## src/rtl/mmio_uart_tx.sv

```systemverilog
// Memory-mapped 8N1 UART transmitter: TXDATA/STATUS registers, byte FIFO
// and a start/data/stop serializer driving the tx line.
//
// state  | meaning
// IDLE   | line high, waiting for the FIFO to hold a byte
// START  | start bit (line low) for one bit period
// DATA   | eight data bits, LSB first, one bit period each
// STOP   | stop bit (line high); chains straight into START if more is queued
module mmio_uart_tx #(
  parameter logic [8:0] BASE_ADDR    = 9'h140,
  parameter int         CLKS_PER_BIT = 434,
  parameter int         FIFO_DEPTH   = 4
) (
  input  logic        clk,
  input  logic        reset_n,
  input  logic [1:0]  mem_cmd,
  input  logic [8:0]  mem_addr,
  input  logic [15:0] write_data,
  output logic [15:0] read_data,
  output logic        rd_sel,
  output logic        tx,
  output logic        busy
);

  localparam int              PW          = $clog2(FIFO_DEPTH);
  localparam int              CW          = PW + 1;
  localparam int              BW          = $clog2(CLKS_PER_BIT);
  localparam logic [8:0]      STATUS_ADDR = BASE_ADDR + 9'd1;
  localparam logic [CW-1:0]   DEPTH_C     = CW'(FIFO_DEPTH);
  localparam logic [BW-1:0]   BAUD_LAST   = BW'(CLKS_PER_BIT - 1);

  typedef enum logic [1:0] {
    S_IDLE,
    S_START,
    S_DATA,
    S_STOP
  } state_t;

  // bus decode
  logic is_read, is_write, hit_data, hit_stat;
  logic push_req, push, pop, clr_ovf;

  assign is_read  = (mem_cmd == 2'b01);
  assign is_write = (mem_cmd == 2'b10);
  assign hit_data = (mem_addr == BASE_ADDR);
  assign hit_stat = (mem_addr == STATUS_ADDR);
  assign rd_sel   = is_read && (hit_data || hit_stat);
  assign push_req = is_write && hit_data;
  assign clr_ovf  = is_write && hit_stat && write_data[3];

  // high byte of a TXDATA store carries nothing
  logic unused_hi;
  assign unused_hi = ^write_data[15:8];

  // FIFO storage and bookkeeping
  logic [7:0]    mem [FIFO_DEPTH];
  logic [PW-1:0] rd_ptr, wr_ptr;
  logic [CW-1:0] count;
  logic          full, empty, ovf;

  assign full  = (count == DEPTH_C);
  assign empty = (count == '0);
  // a pop in the same cycle frees the slot, so a full FIFO still takes the byte
  assign push  = push_req && (!full || pop);

  // serializer registers
  state_t        state_q, state_d;
  logic [BW-1:0] baud_q, baud_d;
  logic [2:0]    idx_q, idx_d;
  logic [7:0]    sh_q, sh_d;
  logic          bit_end;

  assign bit_end = (baud_q == BAUD_LAST);

  // FIFO data array; contents need no reset because count gates every read
  always_ff @(posedge clk) begin
    if (push) mem[wr_ptr] <= write_data[7:0];
  end

  // FIFO pointers, occupancy and sticky overflow flag
  always_ff @(posedge clk or negedge reset_n) begin
    if (!reset_n) begin
      rd_ptr <= '0;
      wr_ptr <= '0;
      count  <= '0;
      ovf    <= 1'b0;
    end else begin
      if (push) wr_ptr <= wr_ptr + PW'(1);
      if (pop)  rd_ptr <= rd_ptr + PW'(1);
      case ({push, pop})
        2'b10:   count <= count + CW'(1);
        2'b01:   count <= count - CW'(1);
        default: count <= count;
      endcase
      if (clr_ovf)                ovf <= 1'b0;
      else if (push_req && !push) ovf <= 1'b1;
    end
  end

  // serializer state register
  always_ff @(posedge clk or negedge reset_n) begin
    if (!reset_n) begin
      state_q <= S_IDLE;
      baud_q  <= '0;
      idx_q   <= '0;
      sh_q    <= '0;
    end else begin
      state_q <= state_d;
      baud_q  <= baud_d;
      idx_q   <= idx_d;
      sh_q    <= sh_d;
    end
  end

  // serializer next-state, baud timing and FIFO pop
  always_comb begin
    state_d = state_q;
    baud_d  = baud_q;
    idx_d   = idx_q;
    sh_d    = sh_q;
    pop     = 1'b0;
    if (state_q != S_IDLE) baud_d = bit_end ? '0 : baud_q + BW'(1);
    case (state_q)
      S_IDLE: begin
        if (!empty) begin
          pop     = 1'b1;
          sh_d    = mem[rd_ptr];
          baud_d  = '0;
          state_d = S_START;
        end
      end
      S_START: begin
        if (bit_end) begin
          idx_d   = '0;
          state_d = S_DATA;
        end
      end
      S_DATA: begin
        if (bit_end) begin
          sh_d  = {1'b0, sh_q[7:1]};
          idx_d = idx_q + 3'd1;
          if (idx_q == 3'd7) state_d = S_STOP;
        end
      end
      S_STOP: begin
        if (bit_end) begin
          if (!empty) begin
            pop     = 1'b1;
            sh_d    = mem[rd_ptr];
            state_d = S_START;
          end else begin
            state_d = S_IDLE;
          end
        end
      end
      default: state_d = S_IDLE;
    endcase
  end

  // line level is decoded from state so reset forces it high immediately
  always_comb begin
    tx = 1'b1;
    case (state_q)
      S_START: tx = 1'b0;
      S_DATA:  tx = sh_q[0];
      default: tx = 1'b1;
    endcase
  end

  assign busy = (state_q != S_IDLE) || !empty;

  // register read mux; TXDATA reads back as zero
  always_comb begin
    read_data = 16'h0000;
    if (rd_sel && hit_stat) read_data = {12'b0, ovf, busy, full, empty};
  end

endmodule

```

## config.mk

```make
export PLATFORM = sky130hd
export DESIGN_NAME = mmio_uart_tx
export DESIGN_NICKNAME = d
export VERILOG_FILES = /design/src/rtl/mmio_uart_tx.sv
export SDC_FILE = /design/constraint.sdc
export NUM_CORES = 1
export LEC_CHECK = 0
export CORE_UTILIZATION = 30
export CTS_BUF_LIST = sky130_fd_sc_hd__clkbuf_4 sky130_fd_sc_hd__clkbuf_8
export CTS_CLUSTER_DIAMETER = 200
export DETAILED_ROUTE_END_ITERATION = 10
export SYNTH_ARGS = -nofsm -noshare
export SYNTH_HDL_FRONTEND = slang
export SYNTH_SLANG_ARGS = --single-unit
```

## constraint.sdc

```tcl
create_clock -name clk -period 3.94 [get_ports clk]
set_clock_uncertainty 0.2 [all_clocks]
set_input_delay 0.788 -clock clk [delete_from_list [all_inputs] [get_ports clk]]
set_output_delay 0.788 -clock clk [all_outputs]
set_load 0.01 [all_outputs]
```

==> flow_summary.ini, run 1 <==
[layout]
syn_to_final_growth_pct = 20.6
antennaDiodeCount = 0
nFillCells = 953
layout_common_cells = edfxtp_1, dfrtp_1, clkdlybuf4s50_1
regArea_um2 = 1710
drive_above_1_share_pct = 21.0
multi_input_area_um2 = 1270
fin_nets = 307
mostFrequentLayoutCell = edfxtp_1

[worst_setup_path]
worstSetupPathType = primary input to output pin
required_ns = 2.95
critPathLaunchType = primary input
regToRegSetupSlack_ns = 1.12
crit_arrival_ns = 2.77
critPathMaxFanout = 3
endpoint_kind = output pin

[sta]
max_slew_margin_pct = 55.8
hold_viol = 0
setup_viol = 0
fin_crit_sh_pct = 95.4
drv_slew = 0
min_period_ns = 3.76
rsz0062_at_grt = false
worst_pin_slew_ns = 0.663
timing.fmax_mhz = 266
layout_setup_ws_ns = 0.182
tns_ns = 0

[yosys]
ys_types = 47
synth_area_um2 = 3100
synth_top_family_by_area = multiplexers
syn_area_per_cell_um2 = 13.7
ys_warn_count = 0
synthArstFlopShare_pct = 48.4
ys_seq_area_share_pct = 55.2
synth-simple-area-share_pct = 10.5
synth_edf_count = 32
synth-xor-area-share_pct = 2.26
synth-seq-cells = 62
synth_fa_ha_area_share_pct = 6.70
syn_inst = 227
synthFlopType = edfxtp_1
synth-compound-area-share_pct = 7.47
muxShareOfSynthArea_pct = 12.4

[pwr]
peakVddDrop_mv = 0.253
p_leak_nw = 1.48
p_per_area_nw_per_um2 = 619
total_power_w = 0.00231

[clock_network]
cts_tree = yes
cts.clk_slew.worst_paths_ns = 0.06
cts-root-buf = clkbuf_8
cts_setup_buffers = 0
clk_latency_ns = 0.34
cts_sinks = 62
numCtsBuffers = 9
cts_buffer_depth = 2
cts-htree-levels = 3

[floorplanning]
ioPinCount = 48
fp-row-count = 36
dieArea_um2 = 10700
fp.coreArea_um2 = 9910
start_util_pct = 31.3
die-width_um = 104
die_h_um = 104

[job]
cap_viol_max_count = 0

[placement]
preCtsSetupSlack_ns = 0.0619
dp_hpwl_um = 3740
portBuffers = 27
gp_congestion = 0.748

[grt]
grt_pass1_wl_um = 9050
grt_overflow = 0
grt_usage_pct = 11.0
grt_max_degree = 31
grt_pass1_vias = 1821
antenna_found_initial = 0

[drt]
wirelength_um = 5370
antenna_left = 0
first_pass_iters = 4
route.detailed.drc = 0
viasPerCell = 4.57
wl_per_cell_um = 13.4
drtIter0Drc = 115
vias = 1827

[run_status]
status = finished clean

[hold_path]
hp-class = flip-flop to flip-flop
## report_power, final
| part | leakage, nW | switching (W) | internal, W |
|---|---|---|---|
| combinational | 0.702 | 0.000353 | 0.000423 |
| clock | 0.111 | 0.000240 | 0.000386 |
| sequential | 0.664 | 0.000123 | 0.000790 |
| total | 1.48 | 0.000716 | 0.00160 |
## critical path, stage by stage
cell	delay, ns
clkdlybuf4s50_1	0.40
or4_4	0.55
nor4_2	0.19
buf_4	0.16
and3_1	0.15
clkdlybuf4s50_1	0.53
## path summary, 6_finish.rpt
path                                 startpoint                    to  cells after the start
max in group asynchronous               reset_n   sh_q[1]$_DFFE_PN0P_                      2
max reg2reg                 baud_q[1]$_DFF_PN0_  count[2]$_DFFE_PN0P_                     11
min reg2reg                idx_q[1]$_DFFE_PN0P_  idx_q[1]$_DFFE_PN0P_                      1
max                                 mem_addr[1]          read_data[1]                      6
min                        idx_q[1]$_DFFE_PN0P_  idx_q[1]$_DFFE_PN0P_                      1
min in group asynchronous               reset_n   baud_q[3]$_DFF_PN0_                      2
## flip-flops by register name (all words and copies together) (netlist names), 2 cells and up
| name | cells |
|---|---|
| wr_ptr | 2 |
| sh_q | 8 |
| idx_q | 3 |
| mem | 32 |
| baud_q | 9 |
| rd_ptr | 2 |
| state_q | 2 |
| count | 3 |
## layer usage
layer	vias to the layer above	wire (um)	global-route usage [%]
li1	884	-	-
met5	-	0	0
met1	887	2540	13.6
met3	13	205	3.52
met4	0	146	6.42
met2	43	2470	16.8
## stage by stage
step | area, um^2 | utilization, % | std cells | hold slack (ns)
2_1_floorplan | 3140 | - | 238 | 0.269
5_1_grt | 3740 | 37.7 | 400 | 0.316
3_3_place_gp | 3510 | 35.4 | 384 | 0.283
3_5_place_dp | 3510 | 35.4 | 384 | 0.288
6_report | 3740 | 37.7 | 400 | 0.300
4_1_cts | 3730 | 37.7 | 400 | 0.304
## synth_stat cells (all sizes together), types with 2 or more instances
| cell type | number | area share (%) |
|---|---|---|
| ha | 15 | 6.1 |
| mux2 | 17 | 6.3 |
| or3 | 2 | 0.40 |
| xor2 | 4 | 1.1 |
| a22o | 3 | 0.85 |
| nor2 | 9 | 1.1 |
| o21ai | 10 | 1.6 |
| nor4 | 2 | 0.40 |
| and3 | 3 | 0.65 |
| a21o | 5 | 1.2 |
| nor2b | 3 | 0.61 |
| dfrtp | 30 | 24 |
| nor4b | 3 | 0.85 |
| nand3 | 2 | 0.32 |
| a31oi | 2 | 0.40 |
| xnor2 | 4 | 1.1 |
| and2 | 6 | 1.3 |
| nor3 | 5 | 0.81 |
| nand4 | 2 | 0.40 |
| edfxtp | 32 | 31 |
| buf | 13 | 3.0 |
| nand2 | 6 | 0.73 |
| inv | 14 | 1.7 |
| o31ai | 2 | 0.48 |
| clkbuf | 5 | 0.61 |
| a21oi | 3 | 0.48 |
| a32o | 2 | 0.65 |
| mux4 | 8 | 5.8 |
## what timing repair did
item	CTS	global route
hold buffers	0	0
gates resized for setup	0	1
endpoints found under the hold margin	0	0
endpoints found under the setup margin	0	4
## layout make-up
cell class | instances | share of cell area (%)
flip-flops and latches | 62 | 45.8
multi-input cells | 144 | 34.0
repair buffers | 31 | 8.37
well taps | 133 | 4.45
clock buffers | 12 | 4.08
clock inverters | 4 | 1.91
inverters | 14 | 1.41
## cell families after synthesis
| kind of cell | Yosys count |
|---|---|
| flops | 62 |
| simple gates | 51 |
| buf+inv | 32 |
| compound gates | 31 |
| mux | 26 |
| fa+ha+maj | 16 |
| xor+xnor | 8 |
| other cells | 1 |
No activity file was read; power rests on OpenSTA's default activity.
==> run 2, diff against run 1 <==
--- a/config.mk
+++ b/config.mk
@@ -5,6 +5,7 @@
 export SDC_FILE = /design/constraint.sdc
 export NUM_CORES = 1
 export LEC_CHECK = 0
+export CORE_ASPECT_RATIO = 0.5
 export CORE_UTILIZATION = 30
 export CTS_BUF_LIST = sky130_fd_sc_hd__clkbuf_4 sky130_fd_sc_hd__clkbuf_8
 export CTS_CLUSTER_DIAMETER = 200
==> run 2 against run 1 <==
  * Sequential cell count is the same
  * Sequential share of layout area increased by 0.76 points
  * Final cell count is 0.50% higher
  * Clock-buffer cell count decreased by 3
  * Final area shrank 1.6%
  * Power down 5.4%
  * Register-to-register slack worse by 0.06 ns
  * Combinational power up 0.9%
  * Critical path type unchanged
  * Largest cell class unchanged
  * Largest power group unchanged
  * Highest routed layer unchanged
==> flow_summary.ini, run 2 (synthesis gave the netlist of run 1 again) <==
[sta]
rsz0062_at_grt = false
fin_crit_sh_pct = 95.6
tns_ns = 0
hold_viol = 0
timing.fmax_mhz = 266
min_period_ns = 3.77
setup_viol = 0
drv_slew = 0
worst_pin_slew_ns = 0.688
max_slew_margin_pct = 54.1

[clock_network]
cts.clk_slew.worst_paths_ns = 0.07
clk_latency_ns = 0.34
cts_buffer_depth = 2
cts-root-buf = clkbuf_8
cts_tree = yes
numCtsBuffers = 9
cts_setup_buffers = 0
cts-htree-levels = 3
cts_resized = 0
ctsHoldBuffers = 0
cts_sinks = 62

[layout]
mostFrequentLayoutCell = edfxtp_1
reg_top3 = mem (32), baud_q (9), sh_q (8)
layout_common_cells = edfxtp_1, dfrtp_1, clkdlybuf4s50_1
drive_above_1_share_pct = 20.6
regMostFlops = mem
final_util_pct = 37.8
final_cell_area_um2 = 3680
largest_register_ffs = 32
fin_nets = 307
antennaDiodeCount = 0
layoutNonFillerInstCount = 402
syn_to_final_growth_pct = 18.6

[grt]
grt_overflow = 0
antenna_found_initial = 0
grt_pass1_vias = 1898
grt_usage_pct = 11.3
grt_max_degree = 31
grt_pass1_wl_um = 9170

[drt]
wirelength_um = 5540
vias = 1875
drtIter0Drc = 80
viasPerCell = 4.66
first_pass_iters = 4
wl_per_cell_um = 13.8
route.detailed.drc = 0
antenna_left = 0

[worst_setup_path]
worstSetupPathType = primary input to output pin
endpoint_kind = output pin
required_ns = 2.95
critPathLaunchType = primary input
critPathMaxFanout = 3
crit_arrival_ns = 2.78

[floorplanning]
die_h_um = 73.9
die-width_um = 146
fp-row-count = 25
fp.coreArea_um2 = 9730
start_util_pct = 31.9
dieArea_um2 = 10800
ioPinCount = 48

[pwr]
p_per_area_nw_per_um2 = 596
peakVddDrop_mv = 0.268
p_leak_nw = 1.44

[placement]
gp_congestion = 0.725
portBuffers = 27
dp.cells = 386
placed_area_um2 = 3500
dp_hpwl_um = 3910

[hold_path]
hp-class = flip-flop to flip-flop

[job]
cap_viol_max_count = 0

[run_status]
status = finished clean
[run 2: worst max-delay path, cell delays in order]
cell             delay, ns
clkdlybuf4s50_1       0.40
or4_4                 0.55
nor4_2                0.19
buf_4                 0.16
and3_1                0.15
clkdlybuf4s50_1       0.53
[run 2: worst paths after layout]
| path | from | slack (ns) | endpoint | depth (start not counted) |
|---|---|---|---|---|
| setup / recovery | mem_addr[1] | 0.17 | read_data[1] | 6 |
| hold / removal | idx_q[1]$_DFFE_PN0P_ | 0.31 | idx_q[1]$_DFFE_PN0P_ | 1 |
| setup reg to reg | baud_q[1]$_DFF_PN0_ | 1.06 | count[2]$_DFFE_PN0P_ | 11 |
| hold reg to reg | idx_q[1]$_DFFE_PN0P_ | 0.31 | idx_q[1]$_DFFE_PN0P_ | 1 |
| max in group asynchronous | reset_n | 2.60 | sh_q[6]$_DFFE_PN0P_ | 2 |
| min in group asynchronous | reset_n | 0.64 | baud_q[0]$_DFF_PN0_ | 2 |
[run 2: power by group]
group          total, W  switching (W)  internal, W
Clock          0.000492       0.000263     0.000229
Sequential     0.000913       0.000124     0.000789
Combinational  0.000784       0.000360     0.000424
[run 2: layout make-up]
class / instances / area, um^2
fill: 903 / 6050
tap: 135 / 169
timing repair buffer: 31 / 300
multi-input combinational: 144 / 1270
clock buffer: 9 / 124
sequential: 62 / 1710
clock inverter: 7 / 48.8
inverter: 14 / 52.6
[run 2: per-layer routing]
metal	track usage (%)	wire [um]	vias up
met1	13.0	2520	933
met4	5.61	103	0
met2	19.7	2720	43
met3	3.35	193	12
li1	-	-	887
met5	0	0	-
[run 2: per-stage QoR]
| stage | setup slack, ns | power (W) | hold WS (ns) |
|---|---|---|---|
| after floorplan | 0.577 | 0.00152 | 0.269 |
| after global placement | 0.117 | 0.00169 | 0.278 |
| after detailed placement | 0.0684 | 0.00172 | 0.291 |
| after CTS | 0.0587 | 0.00221 | 0.310 |
| after global routing | 0.0805 | 0.00233 | 0.318 |
| final | 0.175 | 0.00219 | 0.307 |
